**src/rtl/filter_scratchpad.sv**
```systemverilog
// filter_scratchpad: captures a streamed filter and replays it to the MAC datapath on demand.
// Optional protocol-error flag enabled by defining FILTER_SP_ERR_EN.
module filter_scratchpad #(
    parameter int DATA_W = 16,
    parameter int DEPTH  = 16,
    parameter int LEN_W  = $clog2(DEPTH+1)
) (
    input  logic              clk,
    input  logic              rst,
    input  logic              clr,
    input  logic [LEN_W-1:0]  len,
    input  logic              sp_wen,
    input  logic [DATA_W-1:0] wdata,
    input  logic              start,
    input  logic              stall,
    output logic [DATA_W-1:0] rdata,
    output logic              rvalid,
    output logic              rlast,
    output logic              ready,
    output logic [LEN_W-1:0]  wcnt,
    output logic              err
);
    localparam int AW = (DEPTH > 1) ? $clog2(DEPTH) : 1;
    typedef enum logic [1:0] {EMPTY, FILLING, READY, STREAM} state_t;
    state_t            state;
    logic [DATA_W-1:0] mem [DEPTH];
    logic [LEN_W-1:0]  len_q, rptr, len_eff;
    logic              len_bad, wr;
    always_comb begin
        len_bad = (len == '0) || (len > LEN_W'(DEPTH));
        len_eff = len_bad ? LEN_W'(DEPTH) : len;
        wr      = sp_wen && !clr && (state == EMPTY || state == FILLING);
    end
    assign ready = state == READY;
    always_ff @(posedge clk)
        if (wr) mem[wcnt[AW-1:0]] <= wdata;
    always_ff @(posedge clk or posedge rst) begin
        if (rst) begin
            state  <= EMPTY;
            wcnt   <= '0;
            rptr   <= '0;
            len_q  <= '0;
            rdata  <= '0;
            rvalid <= 1'b0;
            rlast  <= 1'b0;
        end else if (clr) begin
            state  <= EMPTY;
            wcnt   <= '0;
            rptr   <= '0;
            rvalid <= 1'b0;
            rlast  <= 1'b0;
        end else begin
            case (state)
                EMPTY: if (sp_wen) begin
                    len_q <= len_eff;
                    wcnt  <= LEN_W'(1);
                    state <= (len_eff == LEN_W'(1)) ? READY : FILLING;
                end
                FILLING: if (sp_wen) begin
                    wcnt <= wcnt + LEN_W'(1);
                    if (wcnt + LEN_W'(1) == len_q) state <= READY;
                end
                READY: begin
                    rvalid <= 1'b0;
                    rlast  <= 1'b0;
                    if (start) begin
                        state <= STREAM;
                        rptr  <= '0;
                    end
                end
                STREAM: begin
                    // a stalled cycle only drops valid; rdata and rptr hold
                    if (stall) begin
                        rvalid <= 1'b0;
                        rlast  <= 1'b0;
                    end else begin
                        rdata  <= mem[rptr[AW-1:0]];
                        rvalid <= 1'b1;
                        rlast  <= rptr == len_q - LEN_W'(1);
                        rptr   <= (rptr == len_q - LEN_W'(1)) ? '0 : rptr + LEN_W'(1);
                        if (rptr == len_q - LEN_W'(1)) state <= READY;
                    end
                end
                default: state <= EMPTY;
            endcase
        end
    end
`ifdef FILTER_SP_ERR_EN
    always_ff @(posedge clk or posedge rst) begin
        if (rst) err <= 1'b0;
        else if (clr) err <= 1'b0;
        else if ((sp_wen && (state == READY || state == STREAM)) ||
                 (start && (state == EMPTY || state == FILLING)) ||
                 (sp_wen && state == EMPTY && len_bad)) err <= 1'b1;
    end
`else
    assign err = 1'b0;
`endif
endmodule

```
**config.mk**
```make
export PLATFORM = sky130hd
export DESIGN_NAME = filter_scratchpad
export DESIGN_NICKNAME = d
export VERILOG_FILES = /design/src/rtl/filter_scratchpad.sv
export SDC_FILE = /design/constraint.sdc
export NUM_CORES = 1
export LEC_CHECK = 0
export CAP_MARGIN = 25
export CORE_MARGIN = 2
export CORE_UTILIZATION = 45
export CTS_BUF_LIST = sky130_fd_sc_hd__clkbuf_4
export DETAILED_ROUTE_END_ITERATION = 8
export PLACE_DENSITY = 0.67
export SETUP_SLACK_MARGIN = 0.05
export SYNTH_ARGS = -nofsm -noshare
export SYNTH_HDL_FRONTEND = slang
export SYNTH_SLANG_ARGS = --single-unit
```
**constraint.sdc**
```tcl
create_clock -name clk -period 4.2 [get_ports clk]
set_clock_uncertainty 0.05 [all_clocks]
set_input_delay 0.63 -clock clk [delete_from_list [all_inputs] [get_ports clk]]
set_output_delay 0.63 -clock clk [all_outputs]
set_load 0.01 [all_outputs]
```
==> results of run 1 <==
## cell families (layout without fill, tap and decap cells)
family | after synthesis | count (layout) | share of synthesized area (%)
compound gates | 48 | 48 | 3.15
xor+xnor | 11 | 11 | 0.820
fa+ha+maj | 7 | 7 | 0.746
buf+inv | 43 | 211 | 1.94
flops | 291 | 291 | 72.9
mux | 97 | 97 | 15.7
other cells | 1 | 2 | 0.0319
simple gates | 105 | 105 | 4.67
## critical path: cells and delay by family (launching register included)
family	cells	cell delay [ns]
compound gates	1	0.30
mux	2	0.88
simple gates	1	0.10
flops	1	0.86
buf+inv	1	0.35
## metal layers
metal,share of wire [%],global-route usage (%),up-vias
met3,7.3,4.15,53
met4,2.1,7.60,0
li1,-,-,2719
met2,51,31.1,260
met1,40,23.4,3168
met5,0,0,-
## state kept, by name, indices dropped and copies added, names as in the netlist
register  cells
mem         256
rdata        16
len_q         5
rptr          5
wcnt          5
state         2
rlast         1
rvalid        1
## cells in the mapped netlist
cell type / number
buf_4: 1
mux4_2: 49
nand3b_1: 2
buf_6: 7
a21oi_1: 9
a31o_2: 1
mux2_2: 16
a31oi_1: 2
xor2_1: 5
mux4_1: 15
a211oi_1: 1
o311ai_0: 2
nand4bb_1: 1
conb_1: 1
buf_1: 4
o221ai_1: 1
nand2_1: 23
a221o_1: 16
mux2i_1: 17
dfrtp_1: 35
o21ai_0: 11
nand3_1: 7
nor3b_1: 3
ha_1: 7
nand2b_1: 9
nand4_1: 3
inv_1: 9
nor3_1: 23
and3b_1: 1
or2_2: 1
nor2b_1: 3
clkbuf_1: 14
and2_1: 16
or3_1: 2
a22oi_1: 2
a21o_1: 1
o22ai_1: 1
nor2_1: 11
xnor2_1: 6
o311ai_4: 1
buf_2: 8
edfxtp_1: 256
## layout make-up
type                    instances  area, sq um
diodes                          1         2.50
inverters                       9         33.8
repair buffers                 68          639
flip-flops and latches        291         8570
clock inverters                27          198
clock buffers                 107          803
multi-input cells             269         2960
well taps                     335          419
fillers                      2057        12200
## worst paths after layout
check	from	end	slack [ns]
worst max register to register	rptr[0]	rdata[11]	1.50
max in group asynchronous	rst	rptr[0]	3.27
worst max-delay path	rptr[0]	rdata[11]	1.50
min in group clk	rvalid	rvalid	0.46
worst min register to register	rvalid	rvalid	0.46
worst min-delay path	rst	wcnt[0]	0.11
## where the power goes
part | switching (mW) | internal (mW)
Sequential | 0.0931 | 3.24
Combinational | 0.230 | 0.252
Clock | 1.12 | 1.37
Total | 1.44 | 4.86
## stage by stage
step / utilization (%) / cells / worst slack, ns / instance area, sq um
final: 52.7 / 1107 / 1.50 / 13600
after global routing: 52.7 / 1107 / 1.32 / 13600
after CTS: 52.7 / 1105 / 1.48 / 13600
after detailed placement: 48.8 / 971 / 0.897 / 12600
after global placement: 48.8 / 971 / 0.978 / 12600
after floorplan: - / 603 / 1.86 / 11700
==> impl_metrics.yaml, run 1 <==
setup_path:
  required_ns: 4.70
  critPathKind: "register to register"
  cp-start-kind: "register"
  cpPeakStageDelay_ns: 0.86
  r2r_cells: 5
  cp-end-kind: "register"
  crit_fanout: 39
  cp_slowest_cell: "dfrtp_4"
  crit_arrival_ns: 3.20
  crit_chain: "buf_4, mux4_1, mux2i_1, nor3_1, a221o_1"
clock_tree:
  cts_setup_buffers: 0
  clk_pin_slew_ns: 0.07
  clk_path_buf_depth: 3
  clock-sinks: 291
  cts_resized: 0
  cts_buffers: 75
  cts_max_level: 3
  cts_hold_buf: 0
  cts_tree: "yes"
  clk_latency_ns: 0.69
  root_buffer: "clkbuf_4"
sta:
  finalSetupTns_ns: 0
  rsz0062_at_grt: "no"
  max_freq_ghz: 0.370
  hold_viol_final: 0
  slew_headroom_pct: 42.6
  layout_min_cycle_time_ns: 2.70
  final_max_slew_viol_count: 0
  fin_crit_sh_pct: 64.3
  finalSetupViolCount: 0
  worst_slew_pin_slew_ns: 0.860
  hold_ws_ns: 0.109
finish:
  areaGrowthSynthToFinish_pct: 16.0
  drive_gt1_share_pct: 27.1
  fin_nets: 748
  mostFrequentLayoutCells: "edfxtp_1 (256), clkbuf_4 (107), clkdlybuf4s50_1 (50)"
  final_common_cell: "edfxtp_1"
floorplanning:
  die_y_microns: 166
  ios: 52
  fp-row-count: 59
  die_width_microns: 166
  start_util_pct: 45.5
  die_area_sq_um: 27400
  fp.coreArea_sq_um: 25800
global_routing:
  grt_pass1_wl_microns: 37100
  grt_pass1_vias: 6589
  grt_max_degree: 40
  grt_use_total_pct: 18.5
  antenna_found_initial: 1
  grt.overflow.total: 0
pwr:
  cellLeakagePower_nw: 4.49
  ir_drop_uv: 204
  powerDensity_nw_per_um2: 463
  power.total_mw: 6.30
drt:
  drc_errors: 0
  via_per_inst: 5.60
  wirelength_microns: 24100
  drtIter0Drc: 623
  drt_pass1_iterations: 5
  ant_nets: 0
  routed_wire_length_per_instance_microns: 21.8
  num_vias: 6200
worst_hold_path:
  min-delay-path-class: "input port to async pin"
placed_design:
  gp_congestion: 0.827
  dp_hpwl_microns: 15000
  port_buffers: 50
synth:
  synth_nets: 637
  yosys_warnings: 0
  ys_types: 42
  synthesis.area_sq_um: 11700
  ys_seq_area_share_pct: 72.9
  synth.avg_cell_area_sq_um: 19.5
  ys_seq_elements: 291
  synth_top_area_share_pct: 65.5
  ys_top_cells_by_area: "edfxtp_1 (65%), mux4_2 (9.4%), dfrtp_1 (7.5%)"
  syn_inst: 603
  synth.largest_area_cell: "edfxtp_1"
flow_run:
  cap_violations: 0
status:
  status: "finished clean"
(Power assumes the default switching activity.)
==> inputs of run 2 (changes only) <==
==> constraint.sdc (replaced) <==
create_clock -name clk -period 2.6 [get_ports clk]
set_clock_uncertainty 0.05 [all_clocks]
set_input_delay 0.39 -clock clk [delete_from_list [all_inputs] [get_ports clk]]
set_output_delay 0.39 -clock clk [all_outputs]
set_load 0.01 [all_outputs]
==> run 2 against run 1 <==
Global-route usage down 0.15 points. Sequential cell count unchanged. Clock-buffer cell count up 5. Total power up 62%. Setup slack worse by 1.2 ns. Cell count up 1.4%. Sequential power up 62%. Cell area up 2.5%. First-iteration DRC count down 1.8%. Via count up 1.2%. Die area unchanged.
==> impl_metrics.yaml, run 2 (synthesized netlist as in run 1, its figures left out) <==
setup_path:
  crit_buf_inv: 1
  crit_fanout: 15
  crit_chain: "nor2b_1, clkdlybuf4s50_1"
  cp_slowest_cell: "dfrtp_1"
  r2r_start: "rptr[0]"
  required_ns: 2.16
  crit_family: "flip-flops"
  cp-end-kind: "output port"
  r2r_slack_ns: 0.34
  crit_arrival_ns: 1.87
  cp-start-kind: "register"
  cpPeakStageDelay_ns: 0.54
  startpoint: "state[0]"
  cp_num_cells: 2
  critPathKind: "register to output port"
  r2r_cells: 4
floorplanning:
  die_y_microns: 166
  die_area_sq_um: 27400
  die_width_microns: 166
  fp-row-count: 59
  start_util_pct: 45.5
  fp.coreArea_sq_um: 25800
  ios: 52
finish:
  finalNonFillerCells: 1123
  nFillCells: 1998
  seq_area_sq_um: 8570
  mostFrequentLayoutCells: "edfxtp_1 (256), clkbuf_4 (112), clkdlybuf4s50_1 (50)"
  final_common_cell: "edfxtp_1"
  fin_nets: 765
  design_area_sq_um: 14000
  drive_gt1_share_pct: 28.8
  largest_reg_flops: 256
  multi_input_area_sq_um: 2960
  areaGrowthSynthToFinish_pct: 18.8
placed_design:
  dp_hpwl_microns: 14800
  dp.cells: 991
  place_area_sq_um: 13000
  gp_congestion: 0.835
  pre_cts_ws_ns: 0.141
  port_buffers: 50
global_routing:
  grt.overflow.total: 0
  grt_use_total_pct: 18.4
  grt_pass1_wl_microns: 36600
  grt_pass1_vias: 6528
  antenna_found_initial: 2
  grt_max_degree: 37
clock_tree:
  cts_setup_buffers: 0
  clk_latency_ns: 0.67
  cts_buffers: 73
  clk_pin_slew_ns: 0.06
  cts_hold_buf: 0
  root_buffer: "clkbuf_4"
  cts_max_level: 3
  clock-sinks: 291
  cts_tree: "yes"
  clk_path_buf_depth: 3
  cts_resized: 0
worst_hold_path:
  min-delay-path-class: "input port to async pin"
drt:
  ant_nets: 0
  drtIter0Drc: 612
  drc_errors: 0
  wirelength_microns: 24100
  drt_pass1_iterations: 7
  via_per_inst: 5.59
  routed_wire_length_per_instance_microns: 21.5
  num_vias: 6274
sta:
  hold_viol_final: 0
  hold_ws_ns: 0.100
  final_max_slew_viol_count: 0
  fin_ws_ns: 0.286
  max_freq_ghz: 0.432
  slew_headroom_pct: 51.2
  layout_min_cycle_time_ns: 2.31
  fin_crit_sh_pct: 89.0
  rsz0062_at_grt: "no"
  finalSetupTns_ns: 0
  worst_slew_pin_slew_ns: 0.731
  finalSetupViolCount: 0
pwr:
  ir_drop_uv: 314
  cellLeakagePower_nw: 4.62
  powerDensity_nw_per_um2: 731
flow_run:
  cap_violations: 0
status:
  status: "finished clean"
[run 2: power by group]
group	total, mW	switching, mW	internal (mW)	leakage, nW
logic	0.803	0.382	0.421	1.27
registers	5.38	0.148	5.23	2.76
clock network	4.02	1.76	2.26	0.586
[run 2: metrics by stage]
stage / utilization [%] / total power, mW
final: 54.0 / 10.2
after global routing: 54.0 / 10.6
after CTS: 54.0 / 10.3
after detailed placement: 50.2 / 6.28
after global placement: 50.2 / 6.25
after floorplan: - / 5.86
[run 2: area by class of cell]
| class | instances | area share (%) |
|---|---|---|
| timing repair buffer | 87 | 7.01 |
| multi-input combinational | 269 | 21.2 |
| tap | 335 | 3.00 |
| clock buffer | 112 | 6.02 |
| antenna | 1 | 0.0179 |
| clock inverter | 19 | 1.12 |
| sequential | 291 | 61.4 |
| inverter | 9 | 0.242 |
[run 2: metal layers]
| metal | vias to the layer above | wire (microns) | global-route usage [%] | share of wire (%) |
|---|---|---|---|---|
| li1 | 2762 | - | - | - |
| met1 | 3243 | 10400 | 24.2 | 43 |
| met2 | 217 | 11700 | 29.5 | 49 |
| met3 | 52 | 1490 | 4.40 | 6.2 |
| met4 | 0 | 520 | 7.45 | 2.2 |
| met5 | - | 0 | 0 | 0 |
[run 2: final timing paths]
path / to
hold reg to reg: rlast
min in group clk: len_q[1]
setup reg to reg: rdata[10]
setup / recovery: ready
hold / removal: len_q[1]
max in group asynchronous: wcnt[0]
==> inputs of run 3 (changes only) <==
--- a/config.mk
+++ b/config.mk
@@ -6,11 +6,12 @@
 export NUM_CORES = 1
 export LEC_CHECK = 0
 export CAP_MARGIN = 25
-export CORE_MARGIN = 2
+export CORE_MARGIN = 4
 export CORE_UTILIZATION = 45
 export CTS_BUF_LIST = sky130_fd_sc_hd__clkbuf_4
 export DETAILED_ROUTE_END_ITERATION = 8
-export PLACE_DENSITY = 0.67
+export DONT_BUFFER_PORTS = 1
+export PLACE_DENSITY = 0.65
 export SETUP_SLACK_MARGIN = 0.05
 export SYNTH_ARGS = -nofsm -noshare
 export SYNTH_HDL_FRONTEND = slang
==> run 3 against run 2 <==
Total power fell by 1.6%. Sequential cell count did not move. Non-clock buffer count fell by 23. Clock-buffer cell count rose by 6. Wire length rose by 9.3%. Register-to-register slack got worse by 0.12 ns. Combinational power fell by 28%. Die area rose by 4.9%. Via count fell by 1.2%. Sequential share of layout area rose by 1.6 points. Setup slack got worse by 0.061 ns. Largest cell class unchanged.
==> impl_metrics.yaml, run 3 (synthesized netlist as in run 1, its figures left out) <==
sta:
  hold_viol_final: 0
  worst_slew_pin_slew_ns: 0.631
  finalSetupTns_ns: 0
  layout_min_cycle_time_ns: 2.38
  fin_crit_sh_pct: 91.4
  final_max_slew_viol_count: 0
  finalSetupViolCount: 0
  rsz0062_at_grt: "no"
  max_freq_ghz: 0.421
  slew_headroom_pct: 57.9
placed_design:
  gp_congestion: 0.796
  dp_hpwl_microns: 15300
  place_area_sq_um: 12300
  port_buffers: 0
clock_tree:
  cts_tree: "yes"
  cts_buffers: 74
  cts_resized: 0
  root_buffer: "clkbuf_4"
  clk_latency_ns: 0.66
  clock-sinks: 291
  cts_setup_buffers: 0
  clk_pin_slew_ns: 0.07
  clk_path_buf_depth: 3
  cts_max_level: 3
finish:
  design_area_sq_um: 13600
  areaGrowthSynthToFinish_pct: 15.8
  largest_reg_flops: 256
  nFillCells: 2016
  final_common_cell: "edfxtp_1"
  drive_gt1_share_pct: 30.7
  seq_area_sq_um: 8570
  fin_nets: 743
  mostFrequentLayoutCells: "edfxtp_1 (256), clkbuf_4 (118), mux4_2 (49)"
  final_util_pct: 53.5
  multi_input_area_sq_um: 2960
setup_path:
  crit_chain: "inv_1, ha_1, nand2b_1, a21oi_1, o311ai_4, nand3b_1, o311ai_0"
  cpPeakStageDelay_ns: 0.49
  required_ns: 3.05
  r2r_cells: 7
  critPathKind: "register to register"
  r2r_start: "len_q[0]"
  cp-start-kind: "register"
  cp_slowest_cell: "o311ai_0"
  crit_fanout: 7
  crit_arrival_ns: 2.82
  cp-end-kind: "register"
  r2r-end: "rptr[3]"
  r2r_slack_ns: 0.22
global_routing:
  grt_use_total_pct: 18.9
  grt_pass1_wl_microns: 40400
  grt_max_degree: 38
  grt.overflow.total: 0
  grt_pass1_vias: 6617
  antenna_found_initial: 3
pwr:
  cellLeakagePower_nw: 4.54
  powerDensity_nw_per_um2: 738
  power.total_mw: 10.0
  ir_drop_uv: 293
flow_run:
  cap_violations: 0
floorplanning:
  die_area_sq_um: 28700
  start_util_pct: 46.2
  fp.coreArea_sq_um: 25400
  die_width_microns: 170
  die_y_microns: 170
  fp-row-count: 58
  ios: 52
worst_hold_path:
  min-delay-path-class: "input port to register"
  min_to: "state[1]"
  hp-start: "len[3]"
  hold-path-cell-count: 3
drt:
  drt_pass1_iterations: 5
  routed_wire_length_per_instance_microns: 24.1
  wirelength_microns: 26400
  ant_nets: 0
  via_per_inst: 5.65
  num_vias: 6199
  drtIter0Drc: 567
  drc_errors: 0
status:
  status: "finished clean"
-- run 3: changes by cell type in the layout (fill, tap and decap cells not counted), moves of 6 or more --
| cell | change |
|---|---|
| buf_12 | -10 |
| buf_4 | +11 |
| clkbuf_4 | +6 |
| clkdlybuf4s50_1 | -50 |
| clkinv_1 | -6 |
| dlygate4sd3_1 | +26 |
-- run 3: power breakdown --
| group | leakage, nW | total [mW] | internal, mW | switching, mW |
|---|---|---|---|---|
| registers | 2.76 | 5.43 | 5.23 | 0.205 |
| clock network | 0.599 | 4.02 | 2.25 | 1.77 |
| logic | 1.17 | 0.580 | 0.274 | 0.306 |
-- run 3: layout make-up --
cell class,instances,area share (%)
antenna,2,0.0368
clock buffer,118,6.52
clock inverter,14,0.819
inverter,9,0.248
multi-input combinational,269,21.7
sequential,291,63.0
tap,330,3.04
timing repair buffer,64,4.56
-- run 3: what timing repair did --
action,4_1_cts,5_1_grt
hold endpoints to repair,285,0
hold buffers,26,0
setup endpoints to repair,0,0
-- run 3: worst max-delay path by stage --
stage	slack, ns	start	depth (start not counted)	endpoint
floorplan	0.50	clr	5	mem[7][0]
global placement	0.30	rptr[0]	4	rdata[4]
detailed placement	0.25	len_q[0]	7	rptr[3]
CTS	0.24	rptr[0]	4	rdata[12]
global route	0.11	wcnt[0]	6	wcnt[4]
finish	0.22	len_q[0]	7	rptr[3]
-- run 3: per-stage QoR --
stage	hold WS [ns]	setup WS, ns	instances
3_3_place_gp	0.338	0.298	937
2_1_floorplan	0.439	0.501	603
4_1_cts	0.0102	0.241	1095
5_1_grt	0.0515	0.105	1096
6_report	0.0701	0.225	1097
3_5_place_dp	0.341	0.254	937
-- run 3: metal layers --
layer  vias up  wire length [microns]  track usage, %
met3        51                   2200            5.19
met2       244                  12700            29.4
met1      3182                  10800            25.6
met5         -                     26               0
met4         4                    669            7.91
li1       2718                      -               -
-- run 3: worst max-delay path: cells and delay by family (launching register included) --
family	cells	cell delay, ns
AO/OA/AOI/OAI	3	1.05
adder cells (fa/ha/maj)	1	0.22
buffers and inverters	1	0.09
flip-flops	1	0.46
AND/OR/NAND/NOR	2	0.35
